## src/rtl/add_sub_shift_sequencer.sv

```systemverilog
// Sequencer for the add/sub datapath's shared two-pass barrel shifter.
// It runs the alignment pass, then a normalization pass chosen from the adder's carry-out and leading-zero count.
module add_sub_shift_sequencer #(
    parameter int SWR = 26,
    parameter int EW  = 8
) (
    input  logic           clk,
    input  logic           rst,
    input  logic           start_i,
    input  logic [EW-1:0]  exp_diff_i,
    input  logic           add_valid_i,
    input  logic [SWR:0]   add_result_i,
    output logic [EW-1:0]  shift_value_0_o,
    output logic [EW-1:0]  shift_value_1_o,
    output logic           select_c_o,
    output logic           left_right_o,
    output logic           shifter_load_o,
    output logic [EW-1:0]  exp_adjust_o,
    output logic           exp_inc_o,
    output logic           zero_result_o,
    output logic           busy_o,
    output logic           done_o
);

    localparam logic [2:0] ST_IDLE     = 3'd0;
    localparam logic [2:0] ST_ALIGN    = 3'd1;
    localparam logic [2:0] ST_WAIT_ADD = 3'd2;
    localparam logic [2:0] ST_NORM     = 3'd3;
    localparam logic [2:0] ST_DONE     = 3'd4;

    localparam logic [EW-1:0] SWR_EW = EW'(SWR);

    logic [2:0]    state_reg, state_next;
    logic [EW-1:0] shift_value_0_reg, shift_value_0_next;
    logic [EW-1:0] shift_value_1_reg, shift_value_1_next;
    logic [EW-1:0] exp_adjust_reg, exp_adjust_next;
    logic          left_right_reg, left_right_next;
    logic          exp_inc_reg, exp_inc_next;
    logic          zero_result_reg, zero_result_next;

    // ------------------------------------------------------------------
    // Leading-zero count of the adder magnitude (carry bit excluded)
    // ------------------------------------------------------------------
    logic [SWR-1:0] mant;
    logic           carry;
    logic [SWR:0]   zero_above;          // zero_above[i]: bits [SWR-1:i] are all zero
    logic [SWR-1:0] lead_onehot;
    logic [EW-1:0]  lz_acc [0:SWR];
    logic [EW-1:0]  lz_count;
    logic           mant_zero;

    assign mant  = add_result_i[SWR-1:0];
    assign carry = add_result_i[SWR];

    assign zero_above[SWR] = 1'b1;
    assign lz_acc[SWR]     = '0;

    generate
        for (genvar gi = 0; gi < SWR; gi++) begin : g_lzc
            localparam logic [EW-1:0] LZ_VAL = EW'(SWR - 1 - gi);
            assign zero_above[gi]  = zero_above[gi+1] & ~mant[gi];
            assign lead_onehot[gi] = mant[gi] & zero_above[gi+1];
            assign lz_acc[gi]      = lz_acc[gi+1] | ({EW{lead_onehot[gi]}} & LZ_VAL);
        end
    endgenerate

    assign lz_count  = lz_acc[0];
    assign mant_zero = zero_above[0];

    // ------------------------------------------------------------------
    // Next-state and capture logic
    // ------------------------------------------------------------------
    always_comb begin
        state_next         = state_reg;
        shift_value_0_next = shift_value_0_reg;
        shift_value_1_next = shift_value_1_reg;
        exp_adjust_next    = exp_adjust_reg;
        left_right_next    = left_right_reg;
        exp_inc_next       = exp_inc_reg;
        zero_result_next   = zero_result_reg;

        case (state_reg)
            ST_IDLE: begin
                if (start_i) begin
                    shift_value_0_next = (exp_diff_i >= SWR_EW) ? SWR_EW : exp_diff_i;
                    shift_value_1_next = '0;
                    exp_adjust_next    = '0;
                    exp_inc_next       = 1'b0;
                    zero_result_next   = 1'b0;
                    // The alignment pass is always a right shift.
                    left_right_next    = 1'b0;
                    state_next         = ST_ALIGN;
                end
            end
            ST_ALIGN: begin
                state_next = ST_WAIT_ADD;
            end
            ST_WAIT_ADD: begin
                if (add_valid_i) begin
                    if (carry) begin
                        shift_value_1_next = EW'(1);
                        left_right_next    = 1'b0;
                        exp_inc_next       = 1'b1;
                        exp_adjust_next    = '0;
                        state_next         = ST_NORM;
                    end else if (mant_zero) begin
                        zero_result_next   = 1'b1;
                        exp_adjust_next    = SWR_EW;
                        shift_value_1_next = '0;
                        state_next         = ST_DONE;
                    end else begin
                        shift_value_1_next = lz_count;
                        left_right_next    = 1'b1;
                        exp_adjust_next    = lz_count;
                        state_next         = ST_NORM;
                    end
                end
            end
            ST_NORM: begin
                state_next = ST_DONE;
            end
            ST_DONE: begin
                state_next = ST_IDLE;
            end
            default: begin
                state_next = ST_IDLE;
            end
        endcase
    end

    always_ff @(posedge clk) begin
        if (rst) begin
            state_reg         <= ST_IDLE;
            shift_value_0_reg <= '0;
            shift_value_1_reg <= '0;
            exp_adjust_reg    <= '0;
            left_right_reg    <= 1'b0;
            exp_inc_reg       <= 1'b0;
            zero_result_reg   <= 1'b0;
        end else begin
            state_reg         <= state_next;
            shift_value_0_reg <= shift_value_0_next;
            shift_value_1_reg <= shift_value_1_next;
            exp_adjust_reg    <= exp_adjust_next;
            left_right_reg    <= left_right_next;
            exp_inc_reg       <= exp_inc_next;
            zero_result_reg   <= zero_result_next;
        end
    end

    // ------------------------------------------------------------------
    // Outputs: decoded from registers only
    // ------------------------------------------------------------------
    assign shift_value_0_o = shift_value_0_reg;
    assign shift_value_1_o = shift_value_1_reg;
    assign exp_adjust_o    = exp_adjust_reg;
    assign exp_inc_o       = exp_inc_reg;
    assign zero_result_o   = zero_result_reg;
    assign left_right_o    = left_right_reg;
    assign shifter_load_o  = (state_reg == ST_ALIGN) || (state_reg == ST_NORM);
    assign select_c_o      = (state_reg == ST_NORM) || (state_reg == ST_DONE);
    assign busy_o          = (state_reg != ST_IDLE);
    assign done_o          = (state_reg == ST_DONE);

endmodule

```

## config.mk

```make
export PLATFORM = sky130hd
export DESIGN_NAME = add_sub_shift_sequencer
export DESIGN_NICKNAME = d
export VERILOG_FILES = /design/src/rtl/add_sub_shift_sequencer.sv
export SDC_FILE = /design/constraint.sdc
export NUM_CORES = 1
export LEC_CHECK = 0
export BUFFER_PORTS_ARGS = -buffer_cell sky130_fd_sc_hd__buf_4
export CAP_MARGIN = 20
export CORE_MARGIN = 4
export CORE_UTILIZATION = 48
export CTS_BUF_LIST = sky130_fd_sc_hd__clkbuf_16
export DETAILED_ROUTE_END_ITERATION = 8
export PLACE_DENSITY = 0.95
export SYNTH_ARGS = -nofsm -noshare
export SYNTH_HDL_FRONTEND = slang
export SYNTH_SLANG_ARGS = --single-unit
```

## constraint.sdc

```tcl
create_clock -name clk -period 4.35 [get_ports clk]
set_input_delay 0.2175 -clock clk [delete_from_list [all_inputs] [get_ports clk]]
set_output_delay 0.2175 -clock clk [all_outputs]
set_load 0.01 [all_outputs]
```

== Yosys cells after proc, flatten, opt, wreduce, memory -nomap -nowiden ==
Cells that the tools add are included.
Storage, ports and cells
  register bits: 30
  bits in latches: 0
  RAM bits: 0
  memory bits (read-only): 0
  word-level logic and storage cells: 156
  memories: 0
Operators by class
  add/sub/neg operators: 0
  multipliers: 0
  divide/modulo/power cells: 0
  magnitude comparators: 1
  equal/unequal tests: 10
  shift-type cells: 0
  muxes and demuxes: 27
  bitwise logic cells: 100
  reduce and logical (&&, ||, !) cells: 11
Operator list (count)
  8-bit by 5-bit OR with 8-bit output: 10
  8-bit two-way mux: 8
  8-bit by 4-bit OR with 8-bit output: 8
  1-bit AND: 50
  8-bit by 3-bit OR with 8-bit output: 4
  8-bit case mux with 2 select lines: 2
  1-bit NOT: 26
  3-bit two-way mux: 4
  3-bit case mux with 4 select lines: 1
  2-bit inequality test (second input constant): 5
  1-bit two-way mux: 9
  8-bit by 5-bit greater-or-equal comparator with 1-bit output (second input constant): 1
  8-bit by 2-bit OR with 8-bit output: 1
  4-bit AND reduction: 2
  3-bit by 2-bit == test with 1-bit output (second input constant): 2
  1-bit case mux with 2 select lines: 3
  5-bit AND reduction: 1
  2-bit AND reduction: 2
  3-bit by 1-bit == test with 1-bit output (second input constant): 1
  3-bit == test (second input constant): 1
  3-bit logical NOT: 1
  3-bit inequality test (second input constant): 1
  3-bit AND reduction: 1
  3-bit nonzero test: 1
  other kinds (3): 4

== Logic depth before layout (Yosys ltp) ==
Gate-level depths: netlist of the first run.
  depth after elaboration: 31
  mapped depth: 6

== Worst setup path before layout of the first run ==
No wires, ideal clock.
  path type: input port to flip-flop
  from: input add_result_i[17]
  to: register zero_result_reg (netlist: zero_result_o)
  setup time: 0.132 ns
  data arrival time: 1.684 ns
  setup slack: 2.534 ns
  cell stages on the path: 6
  path through: nor4_4 > nand3_2 > or4_4 > buf_6 > o311ai_1 > o31ai_1
On the way
  longest elaborated chain between the ends: 21
Ends and longest elaborated chain
  start: declaration: line 12  | input logic [SWR:0] add_result_i,
  1-bit NOT: line 61  | assign zero_above[gi] = zero_above[gi+1] & ~mant[gi];
  1-bit AND (18 in series): line 61
  2-bit inequality test (no source line)
  5-bit AND reduction (no source line)
  end signal: assignment: line 147  | zero_result_reg <= zero_result_next;
  end: declaration: line 39  | logic zero_result_reg, zero_result_next;
Every way passes these cells.
A chain may end at the register's enable or synchronous reset.

== Worst setup path after layout of the first run ==
  from: register state_reg[1]
  to: register exp_adjust_reg[0] (netlist: exp_adjust_o[0])
On the way
  longest elaborated chain between the ends: 3
  elaborated cells between the ends (all ways): 7
  those cells by class: eq/ne (3); mux (1); reduce/logical (3)
Ends and longest elaborated chain
  start: declaration: line 33  | logic [2:0] state_reg, state_next;
  start signal: assignment: line 141  | state_reg <= state_next;
  3-bit by 2-bit == test with 1-bit output or 3-bit logical NOT (tied branches): line 82  | case (state_reg)
  2-bit inequality test (no source line) or 2-bit nonzero test (tied branches)
  3-bit AND reduction (no source line)
  end signal: assignment: line 144  | exp_adjust_reg <= exp_adjust_next;
  end: declaration: line 36  | logic [EW-1:0] exp_adjust_reg, exp_adjust_next;
Parallel ways exist; a longest one is shown, timed or not.

==> results of run 1 <==
## cells by family after synthesis
logic type | count (synthesis)
AND/OR/NAND/NOR | 71
other | 1
AO/OA/AOI/OAI | 43
flip-flops | 23
buffers and inverters | 19
multiplexers | 1
## power groups by stage
| stage | clock [uW] | combinational [uW] | sequential [uW] |
|---|---|---|---|
| final | 202 | 103 | 224 |
| after global routing | 211 | 113 | 225 |
| after CTS | 201 | 103 | 224 |
| after global placement | 0 | 100 | 229 |
| after floorplan | 0 | 46.6 | 229 |
| after detailed placement | 0 | 102 | 229 |
## cell usage in the layout (no fill, tap or decap), types with 2 or more instances in the layout
cell / netlist / layout
sky130_fd_sc_hd__buf_4: 7 / 63
sky130_fd_sc_hd__dfxtp_1: 23 / 23
sky130_fd_sc_hd__nor2_1: 21 / 21
sky130_fd_sc_hd__nand2_1: 16 / 16
sky130_fd_sc_hd__inv_1: 8 / 8
sky130_fd_sc_hd__a21oi_1: 7 / 7
sky130_fd_sc_hd__nor3_1: 6 / 6
sky130_fd_sc_hd__a22o_1: 6 / 6
sky130_fd_sc_hd__conb_1: 1 / 6
sky130_fd_sc_hd__nor4_1: 4 / 4
sky130_fd_sc_hd__o31ai_1: 4 / 4
sky130_fd_sc_hd__nor3b_1: 3 / 3
sky130_fd_sc_hd__nor4_4: 3 / 3
sky130_fd_sc_hd__nand2b_1: 3 / 3
sky130_fd_sc_hd__o211ai_1: 3 / 3
sky130_fd_sc_hd__and2_1: 3 / 3
sky130_fd_sc_hd__clkbuf_16: 0 / 3
sky130_fd_sc_hd__or3_1: 2 / 2
sky130_fd_sc_hd__o311ai_1: 2 / 2
sky130_fd_sc_hd__o31a_1: 2 / 2
sky130_fd_sc_hd__a211oi_1: 2 / 2
sky130_fd_sc_hd__o21ai_1: 2 / 2
sky130_fd_sc_hd__nand3_1: 2 / 2
sky130_fd_sc_hd__o221a_1: 2 / 2
## area by class of cell
cell class	instances	share of cell area, %
Timing Repair Buffer	63	25.5
Clock buffer	3	4.04
Multi-Input combinational cell	121	41.6
Inverter	8	1.62
Sequential cell	23	24.8
Tap cell	30	2.02
Clock inverter	1	0.404
## path summary, 6_finish.rpt
check                                startpoint            endpoint  slack (ns)  cells past startpoint
worst max register to register     state_reg[1]     exp_adjust_o[0]        2.34                      5
worst min-delay path              exp_diff_i[0]  shift_value_0_o[0]        0.18                      2
worst max-delay path               state_reg[1]     exp_adjust_o[0]        2.34                      5
worst min register to register  exp_adjust_o[0]     exp_adjust_o[0]        0.47                      2
## worst max-delay path, delay by kind of cell, from the launching register on
family	cells	cell delay, ns
simple gates	4	1.33
flops	1	0.48
compound gates	1	0.12
## layer usage
metal,vias to the layer above,wire length (um)
li1,705,-
met2,57,1800
met5,-,0
met4,0,36
met1,640,1520
met3,4,248
## stage by stage
step           hold WS [ns]  instances  setup slack [ns]  total power [uW]
3_3_place_gp          0.438        245              2.30               329
5_1_grt               0.196        249              2.18               549
6_report              0.177        249              2.34               529
4_1_cts               0.179        249              2.38               528
3_5_place_dp          0.440        245              2.27               331
2_1_floorplan         0.319        163              2.53               276
==> insert_results.sql, run 1 <==
INSERT INTO impl_metrics (metric_group, metric, value, unit) VALUES
('outcome', 'outcome', 'finished, final reports clean', ''),
('timing', 'final-max-slew-violation-count', '0', ''),
('detailed_routing', 'vias_per_cell', '5.65', ''),
('global_route', 'grt.met2_usage', '36.6', '%'),
('logic_synthesis', 'synth-seq-cells', '23', ''),
('logic_synthesis', 'most_common_cell_in_the_netlist', 'sky130_fd_sc_hd__dfxtp_1', ''),
('power', 'power_frac_comb', '19.5', '%'),
('clock_tree', 'ctsLongestPathBuffers', '2', ''),
('die', 'core.rowCount', '18', ''),
('min_path', 'hold_path.class', 'input pin to flop', ''),
('final_layout', 'num-fill-cells', '191', ''),
('logic_synthesis', 'synth_xor_area_share', '0', '%'),
('clock_tree', 'postCtsResizedCells', '0', ''),
('detailed_routing', 'dr_total_vias', '1406', ''),
('detailed_routing', 'postRouteWirelength', '3.60', 'mm'),
('logic_synthesis', 'synth_enable_flop_cells', '0', ''),
('timing', 'layout_worst_path_cycle_share', '46.3', '%'),
('logic_synthesis', 'netlist_instances', '158', ''),
('die', 'boundaryPins', '70', ''),
('global_route', 'globalRoute.totalOverflow', '0', ''),
('final_layout', 'multi_input_area', '773', 'um2'),
('clock_tree', 'hold_buffers', '0', ''),
('power', 'p_int', '393', 'uW'),
('final_layout', 'final_cell_area', '0.00186', 'mm2'),
('final_layout', 'finalNetCount', '259', ''),
('logic_synthesis', 'synth-seq-area-share', '34.9', '%'),
('logic_synthesis', 'combinational_family_with_the_most_area_after_synthesis', 'simple AND/OR/NAND/NOR gates', ''),
('clock_tree', 'clock_sinks', '23', ''),
('global_route', 'grt_pass1_wl', '5.80', 'mm'),
('logic_synthesis', 'netlist-cell-type-count', '47', ''),
('die', 'die_width', '60.4', 'um'),
('logic_synthesis', 'synth.area.mux_share', '0.758', '%'),
('global_route', 'grtUsageMet3', '2.98', '%'),
('clock_tree', 'clock_latency_at_the_later_pin_of_the_worst_skew_pair', '0.26', 'ns'),
('worst_setup_path', 'max_fo_critical_path', '9', ''),
('power', 'total_switching_power', '137', 'uW'),
('worst_setup_path', 'critical_path_max_stage_delay', '0.67', 'ns'),
('worst_setup_path', 'slowest_stage', 'sky130_fd_sc_hd__nor4b_1', ''),
('power', 'power_frac_clock', '38.1', '%'),
('logic_synthesis', 'synth.top_cell.area_share', '34.9', '%'),
('final_layout', 'antenna_cells_inserted', '0', ''),
('logic_synthesis', 'synth_simple_gate_area_share', '31.1', '%'),
('detailed_routing', 'ant_nets', '0', ''),
('global_route', 'first_global_vias', '1334', ''),
('die', 'starting_density_of_the_core', '51.9', '%'),
('detailed_routing', 'drt_drc_violations_left', '0', ''),
('worst_setup_path', 'setup.worst_path.class', 'flop to flop', ''),
('clock_tree', 'clock_tree.root_cell', 'sky130_fd_sc_hd__clkbuf_16', ''),
('worst_setup_path', 'startpoint_type', 'flop', ''),
('final_layout', 'layout-drive-gt1-share', '33.3', '%'),
('final_layout', 'largest_register_ff_count', '8', ''),
('power', 'pwr_cell_area', '285', 'mW/mm2'),
('timing', 'setup_total_negative_slack', '0', 'ns'),
('worst_setup_path', 'worst_ep_required_time', '4.54', 'ns'),
('timing', 'worst_slew_pin_slew', '0.755', 'ns'),
('global_route', 'grt-busiest-layer', 'met2', ''),
('timing', 'timing.clock.skew', '0.00291', 'ns'),
('clock_tree', 'cts-htree-levels', '1', ''),
('power', 'netSwitchingFraction', '25.9', '%'),
('logic_synthesis', 'synth-adder-area-share', '0', '%'),
('worst_setup_path', 'arrival', '2.20', 'ns'),
('power', 'max-vdd-ir-drop', '0.301', 'mV'),
('detailed_routing', 'firstDrtPassIters', '4', ''),
('global_route', 'global_route.usage.met1', '25.5', '%'),
('timing', 'post-route-min-period', '2.01', 'ns'),
('timing', 'setup_violations', '0', ''),
('clock_tree', 'cts_tree', 'yes', ''),
('clock_tree', 'clkTransAtPathRegs', '0.06', 'ns'),
('timing', 'hold_violations', '0', ''),
('worst_setup_path', 'critical_path.endpoint_type', 'flop', ''),
('clock_tree', 'post_cts_buffers', '0', '');
Note: power is estimated with default switching activity, not from simulation.
==> inputs of run 2 (changes only) <==
Settings changed: CORE_UTILIZATION 48 to 40, PLACE_DENSITY 0.95 to 0.86.
Clock period 4.35 ns to 1.8 ns, I/O delays scaled along.
==> insert_results.sql, run 2 (synthesis results as in run 1) <==
INSERT INTO impl_metrics (metric_group, metric, value, unit) VALUES
('final_layout', 'largest_register_ff_count', '8', ''),
('worst_setup_path', 'r2r-start', 'state_reg[0]', ''),
('global_route', 'antenna_found_initial', '0', ''),
('worst_setup_path', 'timing.reg2reg.setup_slack', '0.17', 'ns'),
('power', 'netSwitchingFraction', '25.6', '%'),
('clock_tree', 'post_cts_buffers', '0', ''),
('power', 'pwr_cell_area', '658', 'mW/mm2'),
('power', 'p_int', '961', 'uW'),
('detailed_routing', 'ant_nets', '0', ''),
('worst_setup_path', 'max_fo_critical_path', '8', ''),
('worst_setup_path', 'regToRegEndpoint', 'shift_value_0_o[1]', ''),
('timing', 'setup_violations', '0', ''),
('final_layout', 'syn_to_final_growth', '48.5', '%'),
('power', 'max-vdd-ir-drop', '0.367', 'mV'),
('die', 'die_height', '65.4', 'um'),
('worst_setup_path', 'cells_along_the_critical_path', 'or3_1 > nor2_2 > nand2_1 > a311oi_1 > nor2_1', ''),
('final_layout', 'layout-drive-gt1-share', '37.4', '%'),
('placement', 'place.detailed.hpwl', '2.92', 'mm'),
('placement', 'pre_cts_ws', '-0.0275', 'ns'),
('final_layout', 'most-common-layout-cells', 'sky130_fd_sc_hd__buf_4 (74), sky130_fd_sc_hd__dfxtp_1 (22), sky130_fd_sc_hd__nor2_1 (20)', ''),
('worst_setup_path', 'critical_path_max_stage_delay', '0.40', 'ns'),
('global_route', 'track_usage', '17.0', '%'),
('timing', 'fmax', '612', 'MHz'),
('timing', 'hold_violations', '0', ''),
('detailed_routing', 'route.detailed.wl_per_inst', '13.2', 'um'),
('worst_setup_path', 'slowest_stage', 'sky130_fd_sc_hd__or3_1', ''),
('die', 'core.rowCount', '20', ''),
('clock_tree', 'cts-htree-levels', '1', ''),
('min_path', 'timing.hold.worst.start', 'exp_diff_i[0]', ''),
('clock_tree', 'clkTransAtPathRegs', '0.06', 'ns'),
('outcome', 'outcome', 'finished, final reports clean', ''),
('min_path', 'end_point_of_the_most_critical_hold_path', 'shift_value_0_o[0]', ''),
('power', 'power_frac_clock', '37.5', '%'),
('placement', 'buffer_ports.inserted', '63', ''),
('worst_setup_path', 'startpoint_type', 'flop', ''),
('worst_setup_path', 'arrival', '1.77', 'ns'),
('clock_tree', 'clock_sinks', '23', ''),
('timing', 'setup_total_negative_slack', '0', 'ns'),
('die', 'core-area', '0.00310', 'mm2'),
('clock_tree', 'clock_tree.root_cell', 'sky130_fd_sc_hd__clkbuf_16', ''),
('global_route', 'grt_pass1_wl', '5.82', 'mm'),
('die', 'boundaryPins', '70', ''),
('clock_tree', 'clock_latency_at_the_later_pin_of_the_worst_skew_pair', '0.25', 'ns'),
('power', 'total_switching_power', '330', 'uW'),
('detailed_routing', 'vias_per_cell', '5.19', ''),
('die', 'starting_density_of_the_core', '42.5', '%'),
('detailed_routing', 'drt_iter0_drc', '82', ''),
('die', 'die_width', '65.4', 'um'),
('clock_tree', 'cts_tree', 'yes', ''),
('die', 'design.die.area', '0.00428', 'mm2'),
('worst_setup_path', 'worst_ep_required_time', '1.94', 'ns'),
('power', 'sequentialPowerShare', '42.0', '%'),
('clock_tree', 'number_of_buffers_added_by_the_clock_tree_synthesis_step', '3', ''),
('timing', 'post-route-min-period', '1.63', 'ns'),
('final_layout', 'finalNetCount', '270', ''),
('global_route', 'first_global_vias', '1285', ''),
('timing', 'worst_slack', '0.166', 'ns'),
('global_route', 'maximum_number_of_pins_on_one_net_before_global_route_repair', '15', ''),
('worst_setup_path', 'worst_r2r_path_depth', '5', ''),
('power', 'power_frac_comb', '20.5', '%'),
('detailed_routing', 'dr_total_vias', '1423', ''),
('min_path', 'hold_path.class', 'input pin to flop', ''),
('detailed_routing', 'firstDrtPassIters', '4', ''),
('worst_setup_path', 'critical_path.endpoint_type', 'flop', ''),
('placement', 'gp_congestion', '0.842', ''),
('global_route', 'globalRoute.totalOverflow', '0', ''),
('timing', 'grt_setup_unrepaired', 'false', ''),
('flow_run', 'maxCapViolations', '0', ''),
('detailed_routing', 'drt_drc_violations_left', '0', ''),
('min_path', 'worstHoldPathCells', '2', ''),
('timing', 'final-max-slew-violation-count', '0', ''),
('detailed_routing', 'postRouteWirelength', '3.61', 'mm'),
('power', 'power.static_leakage', '0.000853', 'uW'),
('worst_setup_path', 'setup.worst_path.class', 'flop to flop', ''),
('final_layout', 'antenna_cells_inserted', '0', ''),
('power', 'total_power', '1290', 'uW'),
('timing', 'timing.clock.skew', '0.00149', 'ns'),
('final_layout', 'final_common_cell', 'sky130_fd_sc_hd__buf_4', ''),
('timing', 'layout_worst_path_cycle_share', '90.8', '%'),
('clock_tree', 'ctsLongestPathBuffers', '2', '');
-- run 2: changes by cell type in the layout (fill, tap and decap cells not counted), sizes merged --
cell	change
buf	+11
-- run 2: routing by layer --
layer / track usage (%) / up-vias / part of all wire [%]
met3: 2.91 / 2 / 6.3
met5: 0 / - / 0
met1: 21.6 / 653 / 43
met4: 5.44 / 0 / 0.83
met2: 29.0 / 41 / 49
li1: - / 727 / -
-- run 2: worst max-delay path: cells and delay by family (launching register included) --
family / cells / cell delay, ns
and+or+nand+nor: 4 / 0.85
DFF: 1 / 0.38
AOI/OAI and AO/OA: 1 / 0.29
-- run 2: power by group through the flow --
| stage | combinational, uW | sequential (uW) | clock [uW] |
|---|---|---|---|
| 2_1_floorplan | 113 | 554 | 0 |
| 3_3_place_gp | 256 | 553 | 0 |
| 3_5_place_dp | 261 | 553 | 0 |
| 4_1_cts | 262 | 542 | 488 |
| 5_1_grt | 290 | 545 | 512 |
| 6_report | 264 | 542 | 484 |
-- run 2: timing repair --
item | CTS | global route
endpoints found under the hold margin | 0 | 0
endpoints found under the setup margin | 0 | 3
resized for setup | 0 | 2
hold buffers | 0 | 0
-- run 2: worst max path at each step --
stage / startpoint / endpoint / slack, ns / cells after the start
2_1_floorplan: add_result_i[17] / zero_result_o / 0.11 / 6
3_3_place_gp: add_result_i[11] / zero_result_o / 0.01 / 6
3_5_place_dp: add_result_i[11] / zero_result_o / -0.03 / 6
4_1_cts: state_reg[0] / shift_value_0_o[1] / 0.08 / 5
5_1_grt: state_reg[0] / shift_value_0_o[1] / 0.05 / 5
6_report: state_reg[0] / shift_value_0_o[1] / 0.17 / 5
-- run 2: layout make-up --
type | count | area (um2)
flip-flops and latches | 23 | 462
multi-input cells | 121 | 776
clock buffers | 3 | 75.1
well taps | 44 | 55.1
clock inverters | 1 | 7.51
inverters | 8 | 30.0
fillers | 282 | 1140
repair buffers | 74 | 556
-- run 2: metrics by stage --
stage                     cell area [um2]  cells  utilization [%]  hold slack (ns)
after global placement               1870    270             60.4            0.310
after global routing                 1960    274             63.2           0.0446
after floorplan                      1340    163                -            0.191
after detailed placement             1870    270             60.4            0.307
after CTS                            1960    274             63.1           0.0476
final                                1960    274             63.2           0.0465
